`src/rtl/acc_pkg.sv`:
```
// rtl/acc_pkg.sv - shared types and constants for the accelerator memory path
package acc_pkg;

  localparam int WORDS_PER_LINE = 16;
  localparam int IDX_W          = $clog2(WORDS_PER_LINE);
  localparam logic [IDX_W-1:0] LAST_IDX = IDX_W'(WORDS_PER_LINE - 1);

  // Base byte addresses of the header and accumulator control blocks
  localparam logic [15:0] HCB_START_ADDR = 16'h1000;
  localparam logic [15:0] ACB_START_ADDR = 16'h5000;

  typedef enum logic [2:0] {
    IDLE,
    RD_ISSUE,
    RD_DRAIN,
    RD_RESP,
    WR
  } arb_state_t;

endpackage

```
`src/rtl/acc_line_assembler.sv`:
```
// rtl/acc_line_assembler.sv - read tag pipe and 16-word line capture register
module acc_line_assembler
  import acc_pkg::*;
#(
  parameter int WORD_SIZE        = 32,
  parameter int LINE_SIZE        = 512,
  parameter int MEM_READ_LATENCY = 1
) (
  input  logic                 clk,
  input  logic                 rst_n,
  input  logic                 push_valid,
  input  logic [IDX_W-1:0]     push_idx,
  input  logic [WORD_SIZE-1:0] rd_data,
  output logic                 tag_valid,
  output logic [IDX_W-1:0]     tag_idx,
  output logic [LINE_SIZE-1:0] line
);

  // Tag for word k travels alongside the memory read latency
  logic [MEM_READ_LATENCY-1:0] pipe_v;
  logic [IDX_W-1:0]            pipe_idx [MEM_READ_LATENCY];

  assign tag_valid = pipe_v[MEM_READ_LATENCY-1];
  assign tag_idx   = pipe_idx[MEM_READ_LATENCY-1];

  // Shift the tag pipe every cycle; idle cycles push an invalid tag
  always_ff @(posedge clk or negedge rst_n) begin
    if (!rst_n) begin
      pipe_v <= '0;
      for (int i = 0; i < MEM_READ_LATENCY; i++) pipe_idx[i] <= '0;
    end else begin
      pipe_v[0]   <= push_valid;
      pipe_idx[0] <= push_idx;
      for (int i = 1; i < MEM_READ_LATENCY; i++) begin
        pipe_v[i]   <= pipe_v[i-1];
        pipe_idx[i] <= pipe_idx[i-1];
      end
    end
  end

  // Drop returning read data into its word slot when its tag emerges
  always_ff @(posedge clk or negedge rst_n) begin
    if (!rst_n) begin
      line <= '0;
    end else if (tag_valid) begin
      line[int'(tag_idx)*WORD_SIZE +: WORD_SIZE] <= rd_data;
    end
  end

endmodule

```
`src/rtl/acc_mem_arbiter.sv`:
```
// rtl/acc_mem_arbiter.sv - CPU-priority arbiter sharing data memory with the accelerator
module acc_mem_arbiter
  import acc_pkg::*;
#(
  parameter int ADDR_SIZE        = 16,
  parameter int WORD_SIZE        = 32,
  parameter int LINE_SIZE        = 512,
  parameter int MEM_READ_LATENCY = 1
) (
  input  logic                 clk,
  input  logic                 rst_n,
  input  logic [ADDR_SIZE-1:0] cpu_mem_addr,
  input  logic                 cpu_mem_rd_en,
  input  logic                 cpu_mem_wr_en,
  input  logic [WORD_SIZE-1:0] cpu_mem_wr_data,
  output logic [WORD_SIZE-1:0] cpu_mem_rd_data,
  output logic [ADDR_SIZE-1:0] mem_listen_addr,
  output logic                 mem_listen_en,
  output logic [WORD_SIZE-1:0] mem_listen_data,
  input  logic                 mem_acc_read_en,
  input  logic [ADDR_SIZE-1:0] mem_acc_read_addr,
  output logic [LINE_SIZE-1:0] mem_acc_read_data,
  output logic                 mem_acc_read_data_valid,
  input  logic                 mem_acc_write_en,
  input  logic [ADDR_SIZE-1:0] mem_acc_write_addr,
  input  logic [WORD_SIZE-1:0] mem_acc_write_data,
  output logic                 mem_acc_write_done,
  output logic [ADDR_SIZE-1:0] mem_addr,
  output logic                 mem_rd_en,
  output logic                 mem_wr_en,
  output logic [WORD_SIZE-1:0] mem_wr_data,
  input  logic [WORD_SIZE-1:0] mem_rd_data
);

  arb_state_t             state, state_nxt;
  logic [ADDR_SIZE-1:0]   base_addr;
  logic [IDX_W-1:0]       word_cnt;
  logic [ADDR_SIZE-1:0]   wr_addr_q;
  logic [WORD_SIZE-1:0]   wr_data_q;
  logic                   cpu_active;
  logic                   rd_issue;
  logic                   tag_valid;
  logic [IDX_W-1:0]       tag_idx;

  assign cpu_active      = cpu_mem_rd_en | cpu_mem_wr_en;
  assign cpu_mem_rd_data = mem_rd_data;
  assign mem_listen_addr = cpu_mem_addr;
  assign mem_listen_en   = cpu_mem_wr_en;
  assign mem_listen_data = cpu_mem_wr_data;

  acc_line_assembler #(
    .WORD_SIZE        (WORD_SIZE),
    .LINE_SIZE        (LINE_SIZE),
    .MEM_READ_LATENCY (MEM_READ_LATENCY)
  ) u_line (
    .clk        (clk),
    .rst_n      (rst_n),
    .push_valid (rd_issue),
    .push_idx   (word_cnt),
    .rd_data    (mem_rd_data),
    .tag_valid  (tag_valid),
    .tag_idx    (tag_idx),
    .line       (mem_acc_read_data)
  );

  // State register plus request latches taken only while idle
  always_ff @(posedge clk or negedge rst_n) begin
    if (!rst_n) begin
      state     <= IDLE;
      base_addr <= '0;
      word_cnt  <= '0;
      wr_addr_q <= '0;
      wr_data_q <= '0;
    end else begin
      state <= state_nxt;
      if (state == IDLE && mem_acc_read_en) begin
        base_addr <= mem_acc_read_addr;
        word_cnt  <= '0;
      end else if (state == IDLE && mem_acc_write_en) begin
        wr_addr_q <= mem_acc_write_addr;
        wr_data_q <= mem_acc_write_data;
      end
      if (rd_issue) word_cnt <= word_cnt + 1'b1;
    end
  end

  // Next state and memory port mux; a CPU request overrides any acc access
  always_comb begin
    state_nxt               = state;
    mem_addr                = '0;
    mem_rd_en               = 1'b0;
    mem_wr_en               = 1'b0;
    mem_wr_data             = '0;
    rd_issue                = 1'b0;
    mem_acc_read_data_valid = 1'b0;
    mem_acc_write_done      = 1'b0;
    case (state)
      IDLE: begin
        if (mem_acc_read_en)       state_nxt = RD_ISSUE;
        else if (mem_acc_write_en) state_nxt = WR;
      end
      RD_ISSUE: begin
        if (!cpu_active) begin
          rd_issue  = 1'b1;
          mem_rd_en = 1'b1;
          mem_addr  = base_addr + ADDR_SIZE'({word_cnt, 2'b00});
          if (word_cnt == LAST_IDX) state_nxt = RD_DRAIN;
        end
      end
      RD_DRAIN: begin
        if (tag_valid && tag_idx == LAST_IDX) state_nxt = RD_RESP;
      end
      RD_RESP: begin
        mem_acc_read_data_valid = 1'b1;
        state_nxt               = IDLE;
      end
      WR: begin
        if (!cpu_active) begin
          mem_wr_en          = 1'b1;
          mem_addr           = wr_addr_q;
          mem_wr_data        = wr_data_q;
          mem_acc_write_done = 1'b1;
          state_nxt          = IDLE;
        end
      end
      default: state_nxt = IDLE;
    endcase
    if (cpu_active) begin
      mem_addr    = cpu_mem_addr;
      mem_rd_en   = cpu_mem_rd_en;
      mem_wr_en   = cpu_mem_wr_en;
      mem_wr_data = cpu_mem_wr_data;
    end
  end

endmodule

```
`config.mk`:
```
export PLATFORM = sky130hd
export DESIGN_NAME = acc_mem_arbiter
export DESIGN_NICKNAME = d
export VERILOG_FILES = /design/src/rtl/acc_pkg.sv /design/src/rtl/acc_line_assembler.sv /design/src/rtl/acc_mem_arbiter.sv
export SDC_FILE = /design/constraint.sdc
export NUM_CORES = 1
export LEC_CHECK = 0
export CAP_MARGIN = 20
export CORE_MARGIN = 2
export CORE_UTILIZATION = 27
export DETAILED_ROUTE_END_ITERATION = 6
export HOLD_SLACK_MARGIN = 0.12
export PLACE_DENSITY = 0.48
export SLEW_MARGIN = 20
export SYNTH_ARGS = -nofsm -noshare
export SYNTH_HDL_FRONTEND = slang
export SYNTH_HIERARCHICAL = 1
export SYNTH_SLANG_ARGS = --single-unit
export TNS_END_PERCENT = 50
```
`constraint.sdc`:
```
create_clock -name clk -period 5.3 [get_ports clk]
set_input_delay 1.06 -clock clk [delete_from_list [all_inputs] [get_ports clk]]
set_output_delay 1.06 -clock clk [all_outputs]
set_load 0.1 [all_outputs]
```
**Word-level counts from Yosys, hierarchy flattened**

Index checks and enable logic that the tools add are counted.

- Input bits: 150
- Register bits: 588
- Output and inout port bits: 645

- Muxes and demuxes: 22
- Shift-type cells: 2
- Equal/unequal tests: 11
- $add $sub $neg: 3
- Reduce and logical (&&, ||, !) cells: 7
- Bitwise operators: 2

Operators by type and width:

| kind | number |
|---|---|
| $bwmux W512 | 1 |
| $shift A32 B33 Y512 const A | 1 |
| $shiftx A32 B33 Y512 | 1 |
| $mux W32 | 2 |
| $neg A9 Y33 | 1 |
| $pmux W16 S2 | 1 |
| $mux W3 | 6 |
| $add A16 B6 Y16 | 1 |
| $mux W16 | 1 |
| $pmux W3 S4 | 1 |
| $eq A4 B4 Y1 const B | 2 |
| $mux W1 | 8 |
| $mux W4 | 2 |
| $ne A2 B2 Y1 const B | 4 |
| $eq A3 B2 Y1 const B | 2 |
| $reduce_and A5 Y1 | 1 |
| $add A4 B1 Y4 const B | 1 |
| $eq A3 B1 Y1 const B | 1 |
| $eq A3 B3 Y1 const B | 1 |
| $logic_and A1 B1 Y1 | 3 |
| $logic_not A3 Y1 | 1 |
| $ne A3 B3 Y1 const B | 1 |
| $reduce_and A2 Y1 | 1 |
| $reduce_bool A2 Y1 | 1 |
| other kinds (2) | 2 |

**Depth between registers and ports, before layout**

- Depth in word-level cells: 4
- Depth in mapped cells: 11
- Mapped depth without buffers: 8

**Hierarchy**

The synthesis kept the hierarchy.

By module, submodules not included:

| module | instances | cells an instance | sequential area each (um2) | area each (um2) |
|---|---|---|---|---|
| acc_line_assembler | 1 | 2047 | 12937.4 | 21947.3 |
| acc_mem_arbiter | 1 | 387 | 1776.7 | 4325.4 |

**Worst setup path before layout**

OpenSTA, ideal clock, no wires.

- Path kind: input port to output port
- Start point: in cpu_mem_rd_en
- End point: out mem_addr[10]
- Data required time: 4.240 ns
- Path buffers: 1
- Arrival: 3.723 ns
- Slack: 0.517 ns
- Stages: 4
- Path through: nor2_1 > nand3_1 > clkbuf_1 > o21ai_0

- Longest elaborated chain between the ends: 2

Ends and longest elaborated chain:

| item | RTL line | text |
|---|---|---|
| start, declared | acc_mem_arbiter.sv:13 | `input logic cpu_mem_rd_en,` |
| $or A1 B1 Y1 | acc_mem_arbiter.sv:45 | `assign cpu_active = cpu_mem_rd_en \| cpu_mem_wr_en;` |
| $mux W16 | acc_mem_arbiter.sv:128 | `if (cpu_active) begin` |
| end, declared | acc_mem_arbiter.sv:28 | `output logic [ADDR_SIZE-1:0] mem_addr,` |

No other way between the ends.

**Worst setup path after layout**

- Start point: in cpu_mem_wr_en
- End point: out mem_addr[11]

- Longest elaborated chain between the ends: 2

Ends and longest elaborated chain:

| item | RTL line | text |
|---|---|---|
| start, declared | acc_mem_arbiter.sv:14 | `input logic cpu_mem_wr_en,` |
| $or A1 B1 Y1 | acc_mem_arbiter.sv:45 |  |
| $mux W16 | acc_mem_arbiter.sv:128 |  |

No other way between the ends.

==> summary.md <==
| Metric | Value |
|---|---|
| Outcome | completed |
| Final #Nets | 3237 |
| Clk root buf | sky130_fd_sc_hd__clkbuf_16 |
| I/O Pins | 795 |
| Layout-stage area growth over the synthesis result | 43.93% |
| Cell count after synthesis | about 2.4k |
| Largest fanout on the critical path | 50 |
| Total die area | 0.09982 sq mm |
| Initial antenna violation count | 12 |
| Antenna Violating Nets Remaining | 0 |
| Period Utilization, post-route | 0.8222 |
| Number of enable flip-flop cells after synthesis | 0 |
| Post-layout min period | about 4.4 ns |
| CTS Buf Count | 72 |
| Reported leakage power | around 18 nW |
| Final-report hold violation count | 0 |
| Detail Placement HPWL | 81840 microns |
| Rows | 114 |
| Largest cells by area after synthesis | sky130_fd_sc_hd__dfrtp_1, sky130_fd_sc_hd__a21bo_2, sky130_fd_sc_hd__nand4_1, sky130_fd_sc_hd__nand2_1, sky130_fd_sc_hd__o21ai_0 |
| Count of vias placed by the detailed router | 21.98k |
| Sequential element share of the synthesized area | 0.5601 |
| Initial cell density of the core | 0.2721 |
| Routed length per placed instance | about 27 microns |
| Areal power density over the cells | 584.4 mW/mm^2 |
| Worst slew pin tran | around 1.2 ns |
| Clock Pin Slew Worst Setup and Hold Paths | about 0.050 ns |
| Core area | 0.09657 sq mm |
| Number of buffers inserted by post-CTS setup repair | 0 |
| Maximum VDD drop | 0.5020 mV |
| Global Route Usage Sum | 0.2317 |
| Category of the most critical setup path | input pin to primary output |
| Worst-case clock skew | 0.03354 ns |
| Post-synth top area cell | sky130_fd_sc_hd__dfrtp_1 |
| Number of maximum-capacitance violations | 0 |
| Most common flop cell mapped by yosys | sky130_fd_sc_hd__dfrtp_1 |
| Worst Path Arrival | 3.30 ns |
| Number of instances in the placed design | 4279 |
| Multi-input combinational cell area | 0.009737 sq mm |
| Cell with the most instances after synthesis | sky130_fd_sc_hd__dfrtp_1 |
| Library cells used by synthesis | 62 |
| Clock tree from TritonCTS | built |
| List of cells traversed by the critical path | clkdlybuf4s50_1, or2_2, nor2_4, buf_4, a22oi_1, o21ai_0, buf_12 |
| Syn avg cell area | 10.79 sq um |
| Latest clock arrival within the worst-skew pair | ~0.65 ns |
| TritonRoute pass-1 iters | 5 |
| Number of register bits inferred by synthesis | approximately 600 |
| Min-delay worst type | flip-flop to flip-flop |
| Top achievable clock speed | roughly 230 MHz |
| Worst-case headroom to the max-slew limit | 0.2270 |
| Total negative slack for setup checks | 0 ns |
| Setup crit end kind | primary output |
| Remaining routing DRC violations | 0 |
| Number of cells upsized or downsized after cts | 0 |
| Die outline width | 315.9 microns |
| Multiplexer area fraction after synthesis | 0.06091 |
| Count of warnings emitted by yosys | 6 |
| Worst Hold Slack | 0.4735 ns |
| DIE HEIGHT | ~320 microns |
| Port bufs | between 700 and 800 |
| Number of standard cells in the final layout excluding fillers | 4411 |
| Violation count after the first detailed-route iteration | 1666 |
| H-Tree Depth | 3 |
| Cell area after synthesis | 0.02627 sq mm |
| Combinational family with the most area after synthesis | compound AO/OA/AOI/OAI gates |
| Post-synthesis simple-gate area fraction | 0.1433 |
| Post-Route WL | 118700 microns |
| Net Count, Synth | 2592 |
| Adder and majority cell fraction of the synthesized area | 0.004096 |
| Setup Viol. Count Final | 0 |
| Delay of the slowest cell on the worst path | 0.51 ns |
| Wire length of the first global-routing pass | 166600 microns |
| Share of the synthesized area in compound gates (AO/OA/AOI/OAI) | 0.1480 |
| Unrepaired setup endpoints after global routing | false |
| Maximum number of pins on one net before global-route repair | between 100 and 150 |
| Number of buffers between clock root and the deepest sink | 3 |
| Via count of the first global-routing pass | 22.21k |
| Most numerous cell types in the synthesized netlist | sky130_fd_sc_hd__dfrtp_1, sky130_fd_sc_hd__nand2_1, sky130_fd_sc_hd__nand4_1, sky130_fd_sc_hd__o21ai_0 |
| Final-report max-slew violation count | 0 |
| Proportion of layout cells with a drive suffix above 1 | 0.1818 |
| Number of buffers inserted for hold repair after clock tree synthesis | 0 |
| Area taken by flip-flops and latches | 0.01471 sq mm |
| Gpl congestion | 0.8359 |
| Yosys top cell area share | 0.5601 |
| Aggregate global routing overflow | 0 |
| Clock sink total | 588 |
| Launching element type of the critical path | input pin |
| Synth async-reset ratio | 1.000 |
| CP max stage cell | sky130_fd_sc_hd__or2_2 |
| Data required time at the worst endpoint | 4.24 ns |
| Xor-xnor portion of the synthesized cell area | 0.004667 |
| Fill count | 9345 |
| Via-to-Cell Ratio | 4.983 |
## critical path: cells and delay by family
kind / cells / cell delay (ns)
compound gates: 2 / 0.33
buf+inv: 3 / 1.20
simple gates: 2 / 0.66
## placed cells by master (no fill, tap or decap), types with 6 or more instances in the layout
cell and instances:
sky130_fd_sc_hd__xnor2_1 6, sky130_fd_sc_hd__ha_1 7, sky130_fd_sc_hd__mux2_2 75, sky130_fd_sc_hd__a22o_1 45, sky130_fd_sc_hd__a21bo_2 146, sky130_fd_sc_hd__nor3_2 7
sky130_fd_sc_hd__a21bo_1 12, sky130_fd_sc_hd__a22oi_1 12, sky130_fd_sc_hd__clkinv_2 12, sky130_fd_sc_hd__inv_1 137, sky130_fd_sc_hd__xor2_1 6, sky130_fd_sc_hd__nor2_1 14
sky130_fd_sc_hd__buf_4 113, sky130_fd_sc_hd__nand4_1 225, sky130_fd_sc_hd__nand2_1 344, sky130_fd_sc_hd__clkbuf_8 11, sky130_fd_sc_hd__clkbuf_16 74, sky130_fd_sc_hd__and4_1 64
sky130_fd_sc_hd__o21ai_0 169, sky130_fd_sc_hd__clkdlybuf4s50_1 698, sky130_fd_sc_hd__dfrtp_1 588, sky130_fd_sc_hd__nand2b_1 6, sky130_fd_sc_hd__clkbuf_1 15, sky130_fd_sc_hd__buf_12 44
sky130_fd_sc_hd__buf_2 18, sky130_fd_sc_hd__mux2i_1 62, sky130_fd_sc_hd__a21o_1 65, sky130_fd_sc_hd__o21ai_1 48, sky130_fd_sc_hd__mux2_4 9
## where the power goes
part           switching, mW  internal (mW)
Combinational           8.74           2.35
Clock                   2.04           2.97
Sequential             0.611           5.39
Total                   11.4           10.7
## cell type report
class,count,share of cell area
multi-input combinational,1401,0.2575
clock inverter,25,0.008139
sequential,588,0.3891
tap,1276,0.04222
timing repair buffer,878,0.2346
inverter,138,0.01370
clock buffer,100,0.05446
antenna,5,0.0003309
## through the flow
stage / setup slack, ns / area [sq um] / util / power (mW)
after floorplan: 0.5173 / 26270 / - / 13.71
after global placement: 1.046 / 35370 / 0.3663 / 17.07
after detailed placement: 0.9941 / 35400 / 0.3666 / 17.15
after CTS: 0.9696 / 37770 / 0.3911 / 22.28
after global routing: 0.7935 / 37810 / 0.3915 / 22.92
final: 0.9423 / 37820 / 0.3916 / 22.10
## metal layers
metal / track usage / vias to the layer above / routed length [microns]
met4: 0.09694 / 0 / 4784
met3: 0.05975 / 204 / 9142
li1: - / 9690 / -
met5: 0 / - / 0
met1: 0.2864 / 11156 / 47330
met2: 0.3836 / 928 / 57460
## kinds of logic (layout without fill, tap and decap cells)
group	count (synthesis)	in the layout
simple gates	711	711
flops	588	588
compound gates	522	522
buf+inv	445	1141
mux	146	146
xor+xnor	14	14
fa+ha+maj	8	8
other cells	0	5
## registers in the layout, indices dropped and copies added, names as in the netlist
name / count
wr_addr_q: 16
word_cnt: 4
u_line/line: 512
state: 3
u_line/tag_valid: 1
wr_data_q: 32
u_line/tag_idx: 4
base_addr: 16
## final timing paths
kind	from	to	slack, ns	cells past startpoint
setup / recovery	cpu_mem_wr_en	mem_addr[11]	0.94	7
hold / removal	u_line/line[61]	u_line/line[61]	0.47	1
setup reg to reg	u_line/tag_idx[2]	u_line/line[104]	1.22	7
hold reg to reg	u_line/line[61]	u_line/line[61]	0.47	1
max in group asynchronous	rst_n	u_line/line[281]	3.52	2
min in group asynchronous	rst_n	u_line/line[329]	0.48	1
(Power assumes the default switching activity.)
